==> src/rtl/multdiv_sched_if.sv <==
// Execute-stage request, multdiv handshake and writeback signals of the multdiv issue sequencer.
// The sequencer uses the slave view; the pipeline/multdiv side uses the master view.
interface multdiv_sched_if;
  logic        req_valid;
  logic        req_op;
  logic [31:0] req_a;
  logic [31:0] req_b;
  logic [4:0]  req_rd;
  logic        flush;
  logic        stall;
  logic [31:0] md_operandA;
  logic [31:0] md_operandB;
  logic        md_ctrl_MULT;
  logic        md_ctrl_DIV;
  logic [31:0] md_result;
  logic        md_mult_exc;
  logic        md_div_exc;
  logic        md_rdy;
  logic        wb_valid;
  logic [4:0]  wb_rd;
  logic [31:0] wb_data;
  logic        wb_exc;
  logic        timeout_err;

  modport master (
    output req_valid, req_op, req_a, req_b, req_rd, flush,
    output md_result, md_mult_exc, md_div_exc, md_rdy,
    input  stall, md_operandA, md_operandB, md_ctrl_MULT, md_ctrl_DIV,
    input  wb_valid, wb_rd, wb_data, wb_exc, timeout_err
  );

  modport slave (
    input  req_valid, req_op, req_a, req_b, req_rd, flush,
    input  md_result, md_mult_exc, md_div_exc, md_rdy,
    output stall, md_operandA, md_operandB, md_ctrl_MULT, md_ctrl_DIV,
    output wb_valid, wb_rd, wb_data, wb_exc, timeout_err
  );
endinterface

==> src/rtl/multdiv_sched.sv <==
// Issue/writeback sequencer for the iterative multdiv unit: freezes the pipeline while the unit
// iterates and returns one writeback beat, redirecting exceptions to $rstatus (r30).
module multdiv_sched #(
  parameter int unsigned TIMEOUT = 40
) (
  input  logic           clock,
  input  logic           reset,
  multdiv_sched_if.slave bus
);

  typedef enum logic [1:0] {
    IDLE  = 2'd0,
    ISSUE = 2'd1,
    WAIT  = 2'd2,
    DONE  = 2'd3
  } state_t;

  localparam logic [5:0] CNT_LIMIT   = 6'(TIMEOUT);
  localparam logic [5:0] CNT_UNMASK  = 6'd2;
  localparam logic [4:0] RSTATUS_REG = 5'd30;

  // Architectural status code written to $rstatus for a failed MULT (4) or DIV (5).
  function automatic logic [31:0] exc_code(input logic op);
    if (op) begin
      return 32'd5;
    end else begin
      return 32'd4;
    end
  endfunction

  state_t      state_r;
  state_t      state_next_s;
  logic [31:0] a_r;
  logic [31:0] b_r;
  logic        op_r;
  logic [4:0]  rd_r;
  logic [5:0]  cnt_r;
  logic [4:0]  wb_rd_r;
  logic [31:0] wb_data_r;
  logic        wb_exc_r;
  logic        accept_s;
  logic        rdy_ok_s;
  logic        timeout_s;
  logic        exc_s;

  // Next-state decode; ready is masked for the first two WAIT cycles to drop stale completions.
  always_comb begin
    state_next_s = state_r;
    accept_s     = 1'b0;
    rdy_ok_s     = 1'b0;
    timeout_s    = 1'b0;
    exc_s        = 1'b0;
    case (state_r)
      IDLE: begin
        accept_s = bus.req_valid & ~bus.flush;
        if (accept_s) begin
          state_next_s = ISSUE;
        end else begin
          state_next_s = IDLE;
        end
      end
      ISSUE: begin
        if (bus.flush) begin
          state_next_s = IDLE;
        end else begin
          state_next_s = WAIT;
        end
      end
      WAIT: begin
        if (bus.flush) begin
          state_next_s = IDLE;
        end else if (bus.md_rdy && (cnt_r >= CNT_UNMASK)) begin
          rdy_ok_s     = 1'b1;
          exc_s        = op_r ? bus.md_div_exc : bus.md_mult_exc;
          state_next_s = DONE;
        end else if (cnt_r == CNT_LIMIT) begin
          timeout_s    = 1'b1;
          exc_s        = 1'b1;
          state_next_s = DONE;
        end else begin
          state_next_s = WAIT;
        end
      end
      DONE: begin
        state_next_s = IDLE;
      end
      default: begin
        state_next_s = IDLE;
      end
    endcase
  end

  // State register.
  always_ff @(posedge clock or negedge reset) begin
    if (!reset) begin
      state_r <= IDLE;
    end else begin
      state_r <= state_next_s;
    end
  end

  // Operand and destination hold registers, loaded on accept and stable until the next accept.
  always_ff @(posedge clock or negedge reset) begin
    if (!reset) begin
      a_r  <= 32'd0;
      b_r  <= 32'd0;
      op_r <= 1'b0;
      rd_r <= 5'd0;
    end else if (accept_s) begin
      a_r  <= bus.req_a;
      b_r  <= bus.req_b;
      op_r <= bus.req_op;
      rd_r <= bus.req_rd;
    end
  end

  // Wait counter: cleared in ISSUE, saturating count through WAIT.
  always_ff @(posedge clock or negedge reset) begin
    if (!reset) begin
      cnt_r <= 6'd0;
    end else if (state_r == ISSUE) begin
      cnt_r <= 6'd0;
    end else if ((state_r == WAIT) && (cnt_r != CNT_LIMIT)) begin
      cnt_r <= cnt_r + 6'd1;
    end
  end

  // Writeback beat registers, loaded only on the transition into DONE.
  always_ff @(posedge clock or negedge reset) begin
    if (!reset) begin
      wb_rd_r   <= 5'd0;
      wb_data_r <= 32'd0;
      wb_exc_r  <= 1'b0;
    end else if (rdy_ok_s || timeout_s) begin
      if (exc_s) begin
        wb_rd_r   <= RSTATUS_REG;
        wb_data_r <= exc_code(op_r);
        wb_exc_r  <= 1'b1;
      end else begin
        wb_rd_r   <= rd_r;
        wb_data_r <= bus.md_result;
        wb_exc_r  <= 1'b0;
      end
    end
  end

  // Stall includes the accept cycle itself, so it is gated by reset to read 0 while reset is held.
  assign bus.stall        = reset & (accept_s | (state_r == ISSUE) | (state_r == WAIT));
  assign bus.md_operandA  = a_r;
  assign bus.md_operandB  = b_r;
  assign bus.md_ctrl_MULT = (state_r == ISSUE) & ~op_r;
  assign bus.md_ctrl_DIV  = (state_r == ISSUE) & op_r;
  assign bus.wb_valid     = (state_r == DONE) & ~bus.flush;
  assign bus.wb_rd        = wb_rd_r;
  assign bus.wb_data      = wb_data_r;
  assign bus.wb_exc       = wb_exc_r;
  assign bus.timeout_err  = timeout_s;

endmodule
==> src/flat_wrapper.sv <==
// flat-port wrapper written by rule: the top's interface ports become plain ports
module multdiv_sched_flat 
#(
  parameter int unsigned TIMEOUT = 40
)
  (clock, reset, bus_req_valid, bus_req_op, bus_req_a, bus_req_b, bus_req_rd, bus_flush, bus_md_result, bus_md_mult_exc, bus_md_div_exc, bus_md_rdy, bus_stall, bus_md_operandA, bus_md_operandB, bus_md_ctrl_MULT, bus_md_ctrl_DIV, bus_wb_valid, bus_wb_rd, bus_wb_data, bus_wb_exc, bus_timeout_err);
  multdiv_sched_if bus_i ();
  input  logic clock;
  input  logic reset;
  input wire logic [$bits(bus_i.req_valid)-1:0] bus_req_valid;
  input wire logic [$bits(bus_i.req_op)-1:0] bus_req_op;
  input wire logic [$bits(bus_i.req_a)-1:0] bus_req_a;
  input wire logic [$bits(bus_i.req_b)-1:0] bus_req_b;
  input wire logic [$bits(bus_i.req_rd)-1:0] bus_req_rd;
  input wire logic [$bits(bus_i.flush)-1:0] bus_flush;
  input wire logic [$bits(bus_i.md_result)-1:0] bus_md_result;
  input wire logic [$bits(bus_i.md_mult_exc)-1:0] bus_md_mult_exc;
  input wire logic [$bits(bus_i.md_div_exc)-1:0] bus_md_div_exc;
  input wire logic [$bits(bus_i.md_rdy)-1:0] bus_md_rdy;
  output wire logic [$bits(bus_i.stall)-1:0] bus_stall;
  output wire logic [$bits(bus_i.md_operandA)-1:0] bus_md_operandA;
  output wire logic [$bits(bus_i.md_operandB)-1:0] bus_md_operandB;
  output wire logic [$bits(bus_i.md_ctrl_MULT)-1:0] bus_md_ctrl_MULT;
  output wire logic [$bits(bus_i.md_ctrl_DIV)-1:0] bus_md_ctrl_DIV;
  output wire logic [$bits(bus_i.wb_valid)-1:0] bus_wb_valid;
  output wire logic [$bits(bus_i.wb_rd)-1:0] bus_wb_rd;
  output wire logic [$bits(bus_i.wb_data)-1:0] bus_wb_data;
  output wire logic [$bits(bus_i.wb_exc)-1:0] bus_wb_exc;
  output wire logic [$bits(bus_i.timeout_err)-1:0] bus_timeout_err;
  assign bus_i.req_valid = bus_req_valid;
  assign bus_i.req_op = bus_req_op;
  assign bus_i.req_a = bus_req_a;
  assign bus_i.req_b = bus_req_b;
  assign bus_i.req_rd = bus_req_rd;
  assign bus_i.flush = bus_flush;
  assign bus_i.md_result = bus_md_result;
  assign bus_i.md_mult_exc = bus_md_mult_exc;
  assign bus_i.md_div_exc = bus_md_div_exc;
  assign bus_i.md_rdy = bus_md_rdy;
  assign bus_stall = bus_i.stall;
  assign bus_md_operandA = bus_i.md_operandA;
  assign bus_md_operandB = bus_i.md_operandB;
  assign bus_md_ctrl_MULT = bus_i.md_ctrl_MULT;
  assign bus_md_ctrl_DIV = bus_i.md_ctrl_DIV;
  assign bus_wb_valid = bus_i.wb_valid;
  assign bus_wb_rd = bus_i.wb_rd;
  assign bus_wb_data = bus_i.wb_data;
  assign bus_wb_exc = bus_i.wb_exc;
  assign bus_timeout_err = bus_i.timeout_err;
  multdiv_sched #(.TIMEOUT(TIMEOUT)) u_core (.clock(clock), .reset(reset), .bus(bus_i));
endmodule
==> config.mk <==
export PLATFORM = sky130hd
export DESIGN_NAME = multdiv_sched_flat
export DESIGN_NICKNAME = d
export VERILOG_FILES = /design/src/rtl/multdiv_sched_if.sv /design/src/rtl/multdiv_sched.sv /design/src/flat_wrapper.sv
export SDC_FILE = /design/constraint.sdc
export NUM_CORES = 1
export LEC_CHECK = 0
export ABC_AREA = 1
export ABC_CLOCK_PERIOD_IN_PS = 1850
export CAP_MARGIN = 40
export CORE_MARGIN = 2
export CORE_UTILIZATION = 63
export CTS_CLUSTER_DIAMETER = 40
export DETAILED_ROUTE_END_ITERATION = 12
export DONT_BUFFER_PORTS = 1
export PLACE_DENSITY = 0.79
export SKIP_LAST_GASP = 1
export SYNTH_ARGS = -nofsm -noshare
export SYNTH_HDL_FRONTEND = slang
export SYNTH_SLANG_ARGS = --single-unit
==> constraint.sdc <==
create_clock -name clock -period 1.85 [get_ports clock]
set_input_delay 0.2775 -clock clock [delete_from_list [all_inputs] [get_ports clock]]
set_output_delay 0.2775 -clock clock [all_outputs]
set_load 0.01 [all_outputs]
-- Yosys cells after proc, flatten, opt, wreduce, memory -nomap -nowiden
Index checks and enable logic that the tools add are counted.
- $add $sub $neg: 1
- order comparisons: 1
- equal/unequal tests: 5
- muxes and demuxes: 24
- bitwise gates (word level): 9
- reduce and logical (&&, ||, !) cells: 5
- operator list (operator ; count):
    two-way mux 32 bit ; 1
    two-way mux 1 bit ; 16
    two-way mux 6 bit ; 2
    one-hot mux 2 bit (4 select lines) ; 1
    adder 6 x 1 -> 6 bit, second input constant ; 1
    equality test 6 bit, second input constant ; 1
    greater-or-equal comparator 6 x 2 -> 1 bit, second input constant ; 1
    two-way mux 2 bit ; 3
    != test 6 bit, second input constant ; 1
    AND 1 bit ; 5
    two-way mux 5 bit ; 1
    equality test 2 bit, second input constant ; 2
    equality test 2 x 1 -> 1 bit, second input constant ; 1
    logical AND 1 bit ; 2
    zero test 2 bit ; 1
    NOT 1 bit ; 2
    bitwise OR 1 bit ; 2
    nonzero test 2 bit ; 1
    logical OR 1 bit ; 1
- register bits: 116
- input bits: 109
- output and inout bits: 107
- logic and storage cells: 54

-- Depth between registers and ports, before layout
Gate-level depths: netlist of the first run.
- depth in word-level cells: 6
- mapped depth: 10
- mapped depth without buffers: 9

-- Worst setup path after synthesis of the first run
OpenSTA, ideal clock, no wires.
- path type: register to register
- start: reg u_core.cnt_r[0]
- end: reg u_core.state_r[0]
- arrival time: 1290 ps
- required time: 1723 ps
- setup slack: 433 ps
- cell stages (with the launch flop): 10
- path buffers: 1
- path through: dfrtp_1 > inv_1 > ha_1 > nor2_1 > nand3_2 > nand3_2 > nand2_4 > inv_6 > buf_6 > nand2_1
- longest elaborated chain between the ends: 5
- elaborated cells between the ends (all ways): 7
- classes of those cells: order compare: 1; eq/ne: 1; mux: 4; reduce/logical: 1
- RTL lines (element ; RTL line ; source):
    start, declared ; multdiv_sched.sv:37 ; logic [5:0] cnt_r;
    start signal, assigned ; multdiv_sched.sv:124 ; cnt_r <= cnt_r + 6'd1;
    greater-or-equal comparator 6 x 2 -> 1 bit or equality test 6 bit (tied branches) ; multdiv_sched.sv:72, multdiv_sched.sv:76 ;
    logical AND 1 bit or two-way mux 1 bit (tied branches) ; multdiv_sched.sv:72, multdiv_sched.sv:76 ;
    two-way mux 2 bit (*) ; multdiv_sched.sv:72 ; end else if (bus.md_rdy && (cnt_r >= CNT_UNMASK)) begin
    two-way mux 2 bit (*) ; multdiv_sched.sv:70 ; if (bus.flush) begin
    one-hot mux 2 bit (4 select lines) (*) ; multdiv_sched.sv:53 ; case (state_r)
    named net u_core.state_next_s[0] ; multdiv_sched.sv:32 ; state_t state_next_s;
    end signal, assigned ; multdiv_sched.sv:98 ; state_r <= state_next_s;
    end, declared ; multdiv_sched.sv:31 ; state_t state_r;
The timed path passes the listed nets; every way through them passes the cells marked *.
A chain may end at the register's enable or synchronous reset.

-- Worst setup path after layout of the first run
- start: reg u_core.cnt_r[0]
- end: out bus_timeout_err
- longest elaborated chain between the ends: 5
- elaborated cells between the ends (all ways): 7
- classes of those cells: order compare: 1; eq/ne: 1; mux: 4; reduce/logical: 1
- RTL lines (element ; RTL line ; source):
    greater-or-equal comparator 6 x 2 -> 1 bit or equality test 6 bit (tied branches) ; multdiv_sched.sv:72, multdiv_sched.sv:76 ;
    logical AND 1 bit or two-way mux 1 bit (tied branches) ; multdiv_sched.sv:72, multdiv_sched.sv:76 ;
    two-way mux 1 bit (*) ; multdiv_sched.sv:72 ;
    two-way mux 1 bit (*) ; multdiv_sched.sv:70 ;
    two-way mux 1 bit (*) ; multdiv_sched.sv:53 ;
    end, declared ; flat_wrapper.sv:29 ; output wire logic [$bits(bus_i.timeout_err)-1:0] bus_timeout_err;
Mark *: on every way between the ends. The rest lies on a longest branch, timed or not.

==> results.md, run 1 <==
- Area growth from synthesis to layout: 38.9%
- Reg2Reg Launch Point: u_core.cnt_r[1]$_DFFE_PN0P_
- FF+latch count, synth: approximately 120
- Top Ports: 216
- Top_reg_cell synth: dfrtp_1
- Nets: 760
- R2R depth: 10
- Post-DR wirelength/cell: a little over 20 microns
- Worst EP required: approximately 1600 ps
- Sequential element share of the synthesized area: 0.602
- Final wirelength: between 15,000 and 20,000 microns
- Chip height: slightly above 90 microns
- Leakage: roughly 3.5 nW
- Clock sink count: 116
- Initial antenna violation count: 1
- Final Hold Vio Count: around 120
- Initial DRC count: 315
- Placed cells: approximately 600
- Max IR drop VDD: 0.000954 V
- Port bufs: 0
- Core Util, Final: 0.913
- R2R Path End: u_core.bus.wb_data[0]$_DFFE_PN0P_
- Die width: 91.5 microns
- Drt drc: 0
- Clk_skew: 12.0 ps
- Crit path launch type: flip-flop
- Pre-antenna DRT Iters: 5
- Via density: about 5.7
- Ys Warns: 0
- Final ANT Viol Nets: 0
- EDFF count, synth: 0
- Initial Util: 0.657
- CP max FO: 4
- Final Max Slew Viols: 0
- Via count: between 4,000 and 5,000
- RSZ-0062 raised after global routing: yes
- Area of the multi-input gates: 1540 sq um
- Storage element area: ~2900 sq um
- Worst slew margin: 0.730
- Critical Path End Type: output pin
- Cells after Synth: between 500 and 600
- Fmax: 523 MHz
- Mapped Nets: about 640
- Root Driver: clkbuf_8
- Gr usage total: 0.349
- Most common cell after layout, fill and taps aside: nand2_1
- Yosys cell types: 30
- H-tree depth: 4
- Cts bufs inserted: 17
- Fillers: 266
- Crit path arrival time: 1640 ps
- Failing checks: negative hold slack, negative setup slack
- Cell Pwr Density: ~1300 nW/um^2
- Worst Tran Pin Value: approximately 400 ps
- First-pass GRT wire length: 22,300 microns
- WS Path Type: reg -> out
- CTS tree: built
- Status: finished, violations left
- Core area: ~7300 sq um
- Final period utilization: 1.03
- Setup ws final: -63.0 ps
- Fin crit period: 1910 ps
- Setup-failing EPs final: 1
- Fin cells: around 760
- Largest net degree at the start of global routing: about 120
- Most frequent cells in the layout: 157 x nand2_1, 116 x dfrtp_1, 102 x dlygate4sd3_1
- Synth Cell Area: slightly below 5000 sq um
- Worst skew pair latency: about 510 ps
- Die area: 8360 sq um
- MaxCap Viol Count: 0
- Layout cells sized above 1: 0.133
- Std-Cell Rows: 31
- Async S/R FF share, synth: 1.00
- Final HPWL DP: approximately 7300 microns
- Worst-path clk slew: ~60 ps
- Synthesized area per cell: around 9 sq um
- Gpl congestion: slightly above 0.8
- Total grt overflow: 0
- CTS max path bufs: 2
- Flop2flop setup slack: roughly 50 ps
- Worst hold path class: in -> async
- Hold_ws: -541 ps
- Vias in the first global route: roughly 4,500
- Cts-stage hold buffer count: just over 100
-- sequential cells by signal, indices dropped and copies added (netlist names) --
register / cells
u_core.bus.wb_data: 32
u_core.bus.wb_rd: 5
u_core.bus.md_operandA: 32
u_core.bus.wb_exc: 1
u_core.rd_r: 5
u_core.bus.md_operandB: 32
u_core.state_r: 2
u_core.cnt_r: 6
u_core.op_r: 1
-- synth_stat cells, types with 2 or more instances --
| cell type | n | area [sq um] |
|---|---|---|
| inv_2 | 2 | 7.51 |
| nor2_1 | 27 | 101 |
| clkbuf_1 | 6 | 22.5 |
| ha_1 | 3 | 37.5 |
| a21oi_1 | 3 | 15.0 |
| nand2_1 | 157 | 589 |
| inv_1 | 84 | 315 |
| buf_12 | 2 | 40.0 |
| buf_4 | 4 | 30.0 |
| nand3_2 | 3 | 30.0 |
| buf_2 | 7 | 35.0 |
| o21ai_0 | 72 | 360 |
| o22ai_1 | 2 | 12.5 |
| xor2_1 | 2 | 17.5 |
| nand2_2 | 23 | 144 |
| nor2_4 | 2 | 22.5 |
| dfrtp_1 | 116 | 2900 |
| nand3_1 | 5 | 25.0 |
-- worst max-delay path, cell delays in order, from the launching register on --
cell,delay (ps)
dfrtp_1,390
inv_2,140
ha_4,170
nand3_4,80
nor2_4,130
nand2_4,70
a21oi_4,150
-- cell families after synthesis --
logic type,share of synthesized area
AO/OA/AOI/OAI,0.0847
XOR/XNOR,0.00545
adder cells (fa/ha/maj),0.00779
buffers and inverters,0.0987
flip-flops,0.602
AND/OR/NAND/NOR,0.201
-- stage by stage --
| step | instance area, sq um | hold slack [ps] | worst slack (ps) | TNS [ps] | total power, mW |
|---|---|---|---|---|---|
| floorplan | 4820 | -18.1 | 433 | 0 | 4.37 |
| global placement | 4860 | -15.7 | 286 | 0 | 4.58 |
| detailed placement | 4860 | -15.2 | 195 | 0 | 4.66 |
| CTS | 6630 | -544 | -22.6 | -22.6 | 8.36 |
| global route | 6690 | -565 | -117 | -191 | 8.96 |
| finish | 6690 | -541 | -63.0 | -63.0 | 8.69 |
-- power breakdown --
group	internal, mW	total [mW]	switching (mW)	leakage (nW)
clock	2.32	3.47	1.15	0.303
combinational	0.591	1.33	0.740	1.69
sequential	3.11	3.89	0.781	1.50
-- layout make-up --
| class | instances | share of cell area |
|---|---|---|
| antenna | 2 | 0.000748 |
| clock inverter | 9 | 0.0224 |
| clock buffer | 22 | 0.0707 |
| inverter | 87 | 0.0499 |
| sequential | 116 | 0.434 |
| tap | 99 | 0.0185 |
| multi-input combinational | 309 | 0.230 |
| timing repair buffer | 117 | 0.174 |
-- how the worst max path moves through the flow --
stage / from / to / slack [ps]
floorplan: u_core.cnt_r[0]$_DFFE_PN0P_ / u_core.state_r[0]$_DFF_PN0_ / 430
global placement: u_core.cnt_r[0]$_DFFE_PN0P_ / u_core.bus.wb_data[28]$_DFFE_PN0P_ / 290
detailed placement: u_core.cnt_r[0]$_DFFE_PN0P_ / u_core.bus.wb_data[30]$_DFFE_PN0P_ / 190
CTS: u_core.cnt_r[1]$_DFFE_PN0P_ / bus_timeout_err / -20
global route: u_core.cnt_r[0]$_DFFE_PN0P_ / bus_timeout_err / -120
finish: u_core.cnt_r[0]$_DFFE_PN0P_ / bus_timeout_err / -60
-- per-layer routing --
metal,vias to the layer above,track usage,routed length (microns)
li1,1843,-,-
met1,2075,0.358,5140
met2,319,0.607,8070
met3,96,0.120,1380
met4,0,0.217,1110
met5,-,0,0
-- timing repair --
action	CTS	global route
hold endpoints to repair	218	116
resized for setup	13	4
pin swaps	6	6
setup buffers	7	4
setup endpoints to repair	2	35
cloned	1	0
No activity file was read; power rests on OpenSTA's default activity.
==> run 2: changes to the inputs <==
==> constraint.sdc (replaced) <==
create_clock -name clock -period 1.85 [get_ports clock]
set_input_delay 0.37 -clock clock [delete_from_list [all_inputs] [get_ports clock]]
set_output_delay 0.37 -clock clock [all_outputs]
set_load 0.01 [all_outputs]
==> run 2 against run 1 <==
Compared with the run above: the run still ends with negative hold slack, negative setup slack left; via count is 12% lower; clock-buffer cell count shrank 4; first-iteration DRC count shrank 6.3%; sequential power decreased by 1%; global-route usage down 4.3 points; fmax fell by 5.0%; wire length shrank 20%; clock skew down 2.6 ps; sequential share of layout area is 4.0 points higher; critical endpoint unchanged; largest cell class unchanged.
==> results.md, run 2 (same netlist as run 1, synthesis figures left out) <==
- Port bufs: 0
- Initial antenna violation count: 0
- Clock sink count: 116
- Reg power frac: 0.483
- Combinational Power Share: 0.135
- R2R Path End: u_core.bus.wb_data[29]$_DFFE_PN0P_
- Flop2flop setup slack: 60 ps
- Cts bufs inserted: 17
- Worst path cell trace: inv_2 > ha_4 > nand3_4 > nor2_4 > nand2_4 > a21oi_4
- Cell Pwr Density: 1300 nW/um^2
- Max layer used: met4
- Final Max Slew Viols: 0
- Largest net degree at the start of global routing: between 100 and 150
- Placed cells: about 610
- Die area: 8360 sq um
- Setup TNS: -164 ps
- Area growth from synthesis to layout: 27.1%
- Drt drc: 0
- CTS max path bufs: 2
- Setup ws final: -164 ps
- Clk_skew: 9.40 ps
- P_int: 5.49 mW
- WL met2: approximately 6600 microns
- WS Path Type: reg -> out
- Crit path launch type: flip-flop
- Gpl congestion: 0.830
- Worst skew pair latency: about 500 ps
- Fmax: between 400 and 500 MHz
- Top Ports: roughly 220
- R2R depth: 11
- First-pass GRT wire length: roughly 20,000 microns
- Final Hold Vio Count: roughly 120
- Core area: around 7300 sq um
- Switching Share: 0.311
- Clk pwr share: 0.381
- Status: finished, violations left
- Post-DR wirelength/cell: around 18 microns
- Fin crit period: 2010 ps
- Worst EP required: around 1500 ps
- Placement Cell Area: 4860 sq um
- Total grt overflow: 0
- Final ANT Viol Nets: 0
- Worst-path clk slew: around 60 ps
- H-tree depth: 4
- Chip height: ~91 microns
- Std-Cell Rows: 31
- Fin area: about 6000 sq um
- Pre-antenna DRT Iters: 7
- Fin cells: between 700 and 800
- Failing checks: negative hold slack, negative setup slack
- Final period utilization: 1.09
- Max incr delay on CP: around 440 ps
- CP max FO: 3
- Fillers: 399
- CTS tree: built
- Die width: approximately 91 microns
- MaxCap Viol Count: 0
- Max IR drop VDD: roughly 0.00076 V
- Pre-CTS setup slack: around 180 ps
- Most common cell after layout, fill and taps aside: nand2_1
- Vias in the first global route: around 3,900
- Worst slew margin: 0.728
- RSZ-0062 raised after global routing: yes
- Initial Util: 0.657
- Wl on met1: approximately 4300 microns
- Final HPWL DP: a little over 7000 microns
- WL met3: roughly 1100 microns
- Gr usage total: 0.306
- Most frequent cells in the layout: 157 x nand2_1, 116 x dfrtp_1, 81 x inv_1
- Reg2Reg Launch Point: u_core.cnt_r[1]$_DFFE_PN0P_
- Crit path arrival time: approximately 1600 ps
- Initial DRC count: slightly below 300
- Sw power: 2.48 mW
- # diodes: 0
- Layout cells sized above 1: 0.142
- Worst hold path class: in -> async
- Via count: ~3,800
- Nets: between 700 and 800
- Via density: roughly 5.4
- Worst Tran Pin Value: 404 ps
- Critical Path End Type: output pin
- Hold_ws: -435 ps
- Root Driver: clkbuf_8
- Leakage: roughly 3.2 nW
- Setup-failing EPs final: 1
- Final wirelength: between 10,000 and 15,000 microns
- Slowest-stage cell, CP: dfrtp_1
[run 2: cell count changes in the layout (fill, tap and decap cells not counted), moves of 2 or more]
cell / change
clkbuf_8: -4
bufinv_16: -2
dlygate4sd3_1: -47
clkinv_4: +4
inv_6: +2
diode_2: -2
[run 2: metrics by stage]
stage / power [mW] / utilization
after floorplan: 4.37 / -
after global placement: 4.58 / 0.663
after detailed placement: 4.67 / 0.663
after CTS: 7.92 / 0.826
after global routing: 8.33 / 0.835
final: 7.97 / 0.835
[run 2: critical path: cells and delay by family, from the launching register on]
family	cells	cell delay, ps
AO/OA/AOI/OAI	1	150
buffers and inverters	1	120
flip-flops	1	440
AND/OR/NAND/NOR	3	290
adder cells (fa/ha/maj)	1	160
[run 2: what timing repair did]
item | in CTS | in global routing
endpoints found under the hold margin | 170 | 117
gates cloned | 0 | 2
hold buffers | 54 | 1
resized for setup | 10 | 5
buffers inserted | 6 | 3
endpoints found under the setup margin | 2 | 26
pin swaps | 3 | 3
[run 2: final cells by class]
cell class	instances	area, sq um	area share
clock buffer	18	418	0.0682
clock inverter	13	138	0.0225
inverter	87	339	0.0554
multi-input combinational	308	1510	0.247
sequential	116	2900	0.474
tap	99	124	0.0202
timing repair buffer	68	673	0.110
timing repair inverter	2	17.5	0.00286
[run 2: worst max-delay path by stage]
| stage | startpoint | to | slack [ps] | depth (start not counted) |
|---|---|---|---|---|
| 4_1_cts | u_core.cnt_r[1]$_DFFE_PN0P_ | bus_timeout_err | -140 | 6 |
| 6_report | u_core.cnt_r[1]$_DFFE_PN0P_ | bus_timeout_err | -160 | 6 |
| 3_5_place_dp | u_core.cnt_r[0]$_DFFE_PN0P_ | u_core.bus.wb_data[0]$_DFFE_PN0P_ | 180 | 9 |
| 2_1_floorplan | u_core.cnt_r[0]$_DFFE_PN0P_ | bus_timeout_err | 360 | 6 |
| 5_1_grt | u_core.cnt_r[1]$_DFFE_PN0P_ | bus_timeout_err | -240 | 6 |
| 3_3_place_gp | u_core.cnt_r[0]$_DFFE_PN0P_ | u_core.bus.wb_data[0]$_DFFE_PN0P_ | 280 | 9 |
[run 2: power groups by stage]
stage          Sequential, mW  Combinational, mW  Clock, mW
6_report                 3.85               1.08       3.04
5_1_grt                  3.91               1.23       3.18
4_1_cts                  3.84               1.03       3.05
3_5_place_dp             3.87              0.802          0
3_3_place_gp             3.86              0.717          0
2_1_floorplan            3.72              0.657          0
[run 2: routing by layer]
metal / up-vias / track usage
met2: 198 / 0.523
met3: 45 / 0.110
met4: 0 / 0.170
met1: 1809 / 0.327
li1: 1753 / -
met5: - / 0
==> run 3: changes to the inputs <==
Settings changed: PLACE_DENSITY 0.79 to unset, PLACE_DENSITY_LB_ADDON set to 0.3.
==> run 3 against run 2 <==
Compared with the run above: the flow still finishes with violations (negative hold slack, negative setup slack); critical path type unchanged; power rose by 9.2%; die area did not move; wire length is 15% higher; critical path depth is the same; via count grew 6.9%.
==> results.md, run 3 (same netlist as run 1, synthesis figures left out) <==
- Status: finished, violations left
- Failing checks: negative hold slack, negative setup slack
- Final Max Slew Viols: 0
- MaxCap Viol Count: 0
- Vias in the first global route: 4,311
- Cts-stage hold buffer count: 76
- Area growth from synthesis to layout: 34.2%
- R2R depth: 8
- CTS tree: built
- Hold_ws: -453 ps
- Crit path arrival time: 1610 ps
- Final period utilization: 1.07
- Worst skew pair latency: between 500 and 600 ps
- Total Power: around 8.7 mW
- Pre-CTS setup slack: between 150 and 200 ps
- Die area: ~8400 sq um
- R2R Path End: u_core.cnt_r[0]$_DFFE_PN0P_
- Layout cells sized above 1: 0.155
- WS Path Type: reg -> out
- Nets: 738
- Sw power: between 2 and 3 mW
- Setup-failing EPs final: 2
- Placement Cell Area: about 4900 sq um
- Cts bufs inserted: 17
- Gr usage total: 0.339
- Fillers: 306
- Gpl congestion: 0.856
- Std-Cell Rows: 31
- # diodes: 0
- Drt drc: 0
- Root Driver: clkbuf_8
- Worst EP required: 1480 ps
- Final HPWL DP: 7170 microns
- Initial antenna violation count: 0
- Setup ws final: -129 ps
- Fmax: a little over 500 MHz
- Placed cells: approximately 600
- Reg2Reg Launch Point: u_core.cnt_r[1]$_DFFE_PN0P_
- Final Hold Vio Count: between 100 and 150
- Worst Tran Pin Value: ~360 ps
- Clk pwr share: 0.415
- Worst-path clk slew: 60 ps
- Most common cell after layout, fill and taps aside: nand2_1
- Clk_skew: roughly 11 ps
- Chip height: roughly 91 microns
- Final wirelength: between 10,000 and 15,000 microns
- Switching Share: 0.307
- Crit path launch type: flip-flop
- Worst path cell trace: inv_2 > ha_4 > nand3_4 > nor2_4 > nand2_4 > a21oi_4
- Die width: approximately 90 microns
- Fin cells: between 700 and 800
- RSZ-0062 raised after global routing: yes
- Pre-antenna DRT Iters: 5
- Worst hold path class: in -> async
- First-pass GRT wire length: around 22,000 microns
- Worst setup path startpoint: u_core.cnt_r[1]$_DFFE_PN0P_
- Final ANT Viol Nets: 0
- Max incr delay on CP: ~440 ps
- Cell Pwr Density: 1350 nW/um^2
- P_int: between 6 and 7 mW
- Post-DR wirelength/cell: between 15 and 20 microns
- Top Ports: approximately 220
- Fin crit period: 1980 ps
- Initial DRC count: 326
- Max IR drop VDD: about 0.0011 V
- CP max FO: 4
- Via density: between 5 and 6
- Flop2flop setup slack: 40 ps
- CTS max path bufs: 2
- Fin area: 6470 sq um
- Initial Util: 0.657
- Leakage: around 3.4 nW
- H-tree depth: 4
- Total grt overflow: 0
- Port bufs: 0
- Slowest-stage cell, CP: dfrtp_2
- Worst slew margin: 0.761
- Core area: between 7000 and 8000 sq um
- Most frequent cells in the layout: 157 x nand2_1, 115 x dfrtp_1, 80 x inv_1
- Via count: a little over 4,000
- Clock sink count: 116
- Reg power frac: 0.446
- Combinational Power Share: 0.139
- Largest net degree at the start of global routing: 118
- Critical Path End Type: output pin
==> run 3: worst max-delay path by stage <==
stage | endpoint | slack (ps) | cells past startpoint
finish | bus_timeout_err | -130 | 6
global route | bus_timeout_err | -200 | 6
CTS | bus_timeout_err | -130 | 5
detailed placement | u_core.bus.wb_rd[0]$_DFFE_PN0P_ | 170 | 9
global placement | bus_timeout_err | 290 | 5
floorplan | bus_timeout_err | 360 | 6
==> run 3: area by class of cell <==
cell class | instances | area [sq um] | share of cell area
sequential | 116 | 2900 | 0.449
multi-input combinational | 308 | 1520 | 0.235
timing repair buffer | 96 | 936 | 0.145
clock buffer | 18 | 428 | 0.0662
inverter | 87 | 334 | 0.0517
clock inverter | 14 | 224 | 0.0346
tap | 99 | 124 | 0.0192
==> run 3: power groups by stage <==
stage / clock network (mW) / registers, mW / logic [mW]
2_1_floorplan: 0 / 3.72 / 0.657
5_1_grt: 3.76 / 3.93 / 1.35
3_3_place_gp: 0 / 3.86 / 0.719
3_5_place_dp: 0 / 3.87 / 0.804
6_report: 3.61 / 3.88 / 1.21
4_1_cts: 3.60 / 3.85 / 1.08
==> run 3: metrics by stage <==
step | utilization | TNS, ps
final | 0.882 | -156
after floorplan | - | 0
after global routing | 0.882 | -304
after global placement | 0.663 | 0
after CTS | 0.874 | -166
after detailed placement | 0.663 | 0
==> run 3: worst max-delay path: cells and delay by family (launching register included) <==
family / cells / cell delay, ps
AO/OA/AOI/OAI: 1 / 150
adder cells (fa/ha/maj): 1 / 140
buffers and inverters: 1 / 100
flip-flops: 1 / 440
AND/OR/NAND/NOR: 3 / 270
==> run 3: timing repair <==
action	4_1_cts	5_1_grt
pin swaps	7	3
buffers inserted	12	4
setup endpoints to repair	2	36
hold endpoints to repair	192	116
gates resized for setup	12	7
==> run 3: routing by layer <==
layer | global-route usage | vias to the layer above | part of all wire
li1 | - | 1805 | -
met5 | 0 | - | 0
met1 | 0.354 | 1925 | 0.33
met2 | 0.586 | 280 | 0.53
met3 | 0.129 | 58 | 0.097
met4 | 0.187 | 0 | 0.040
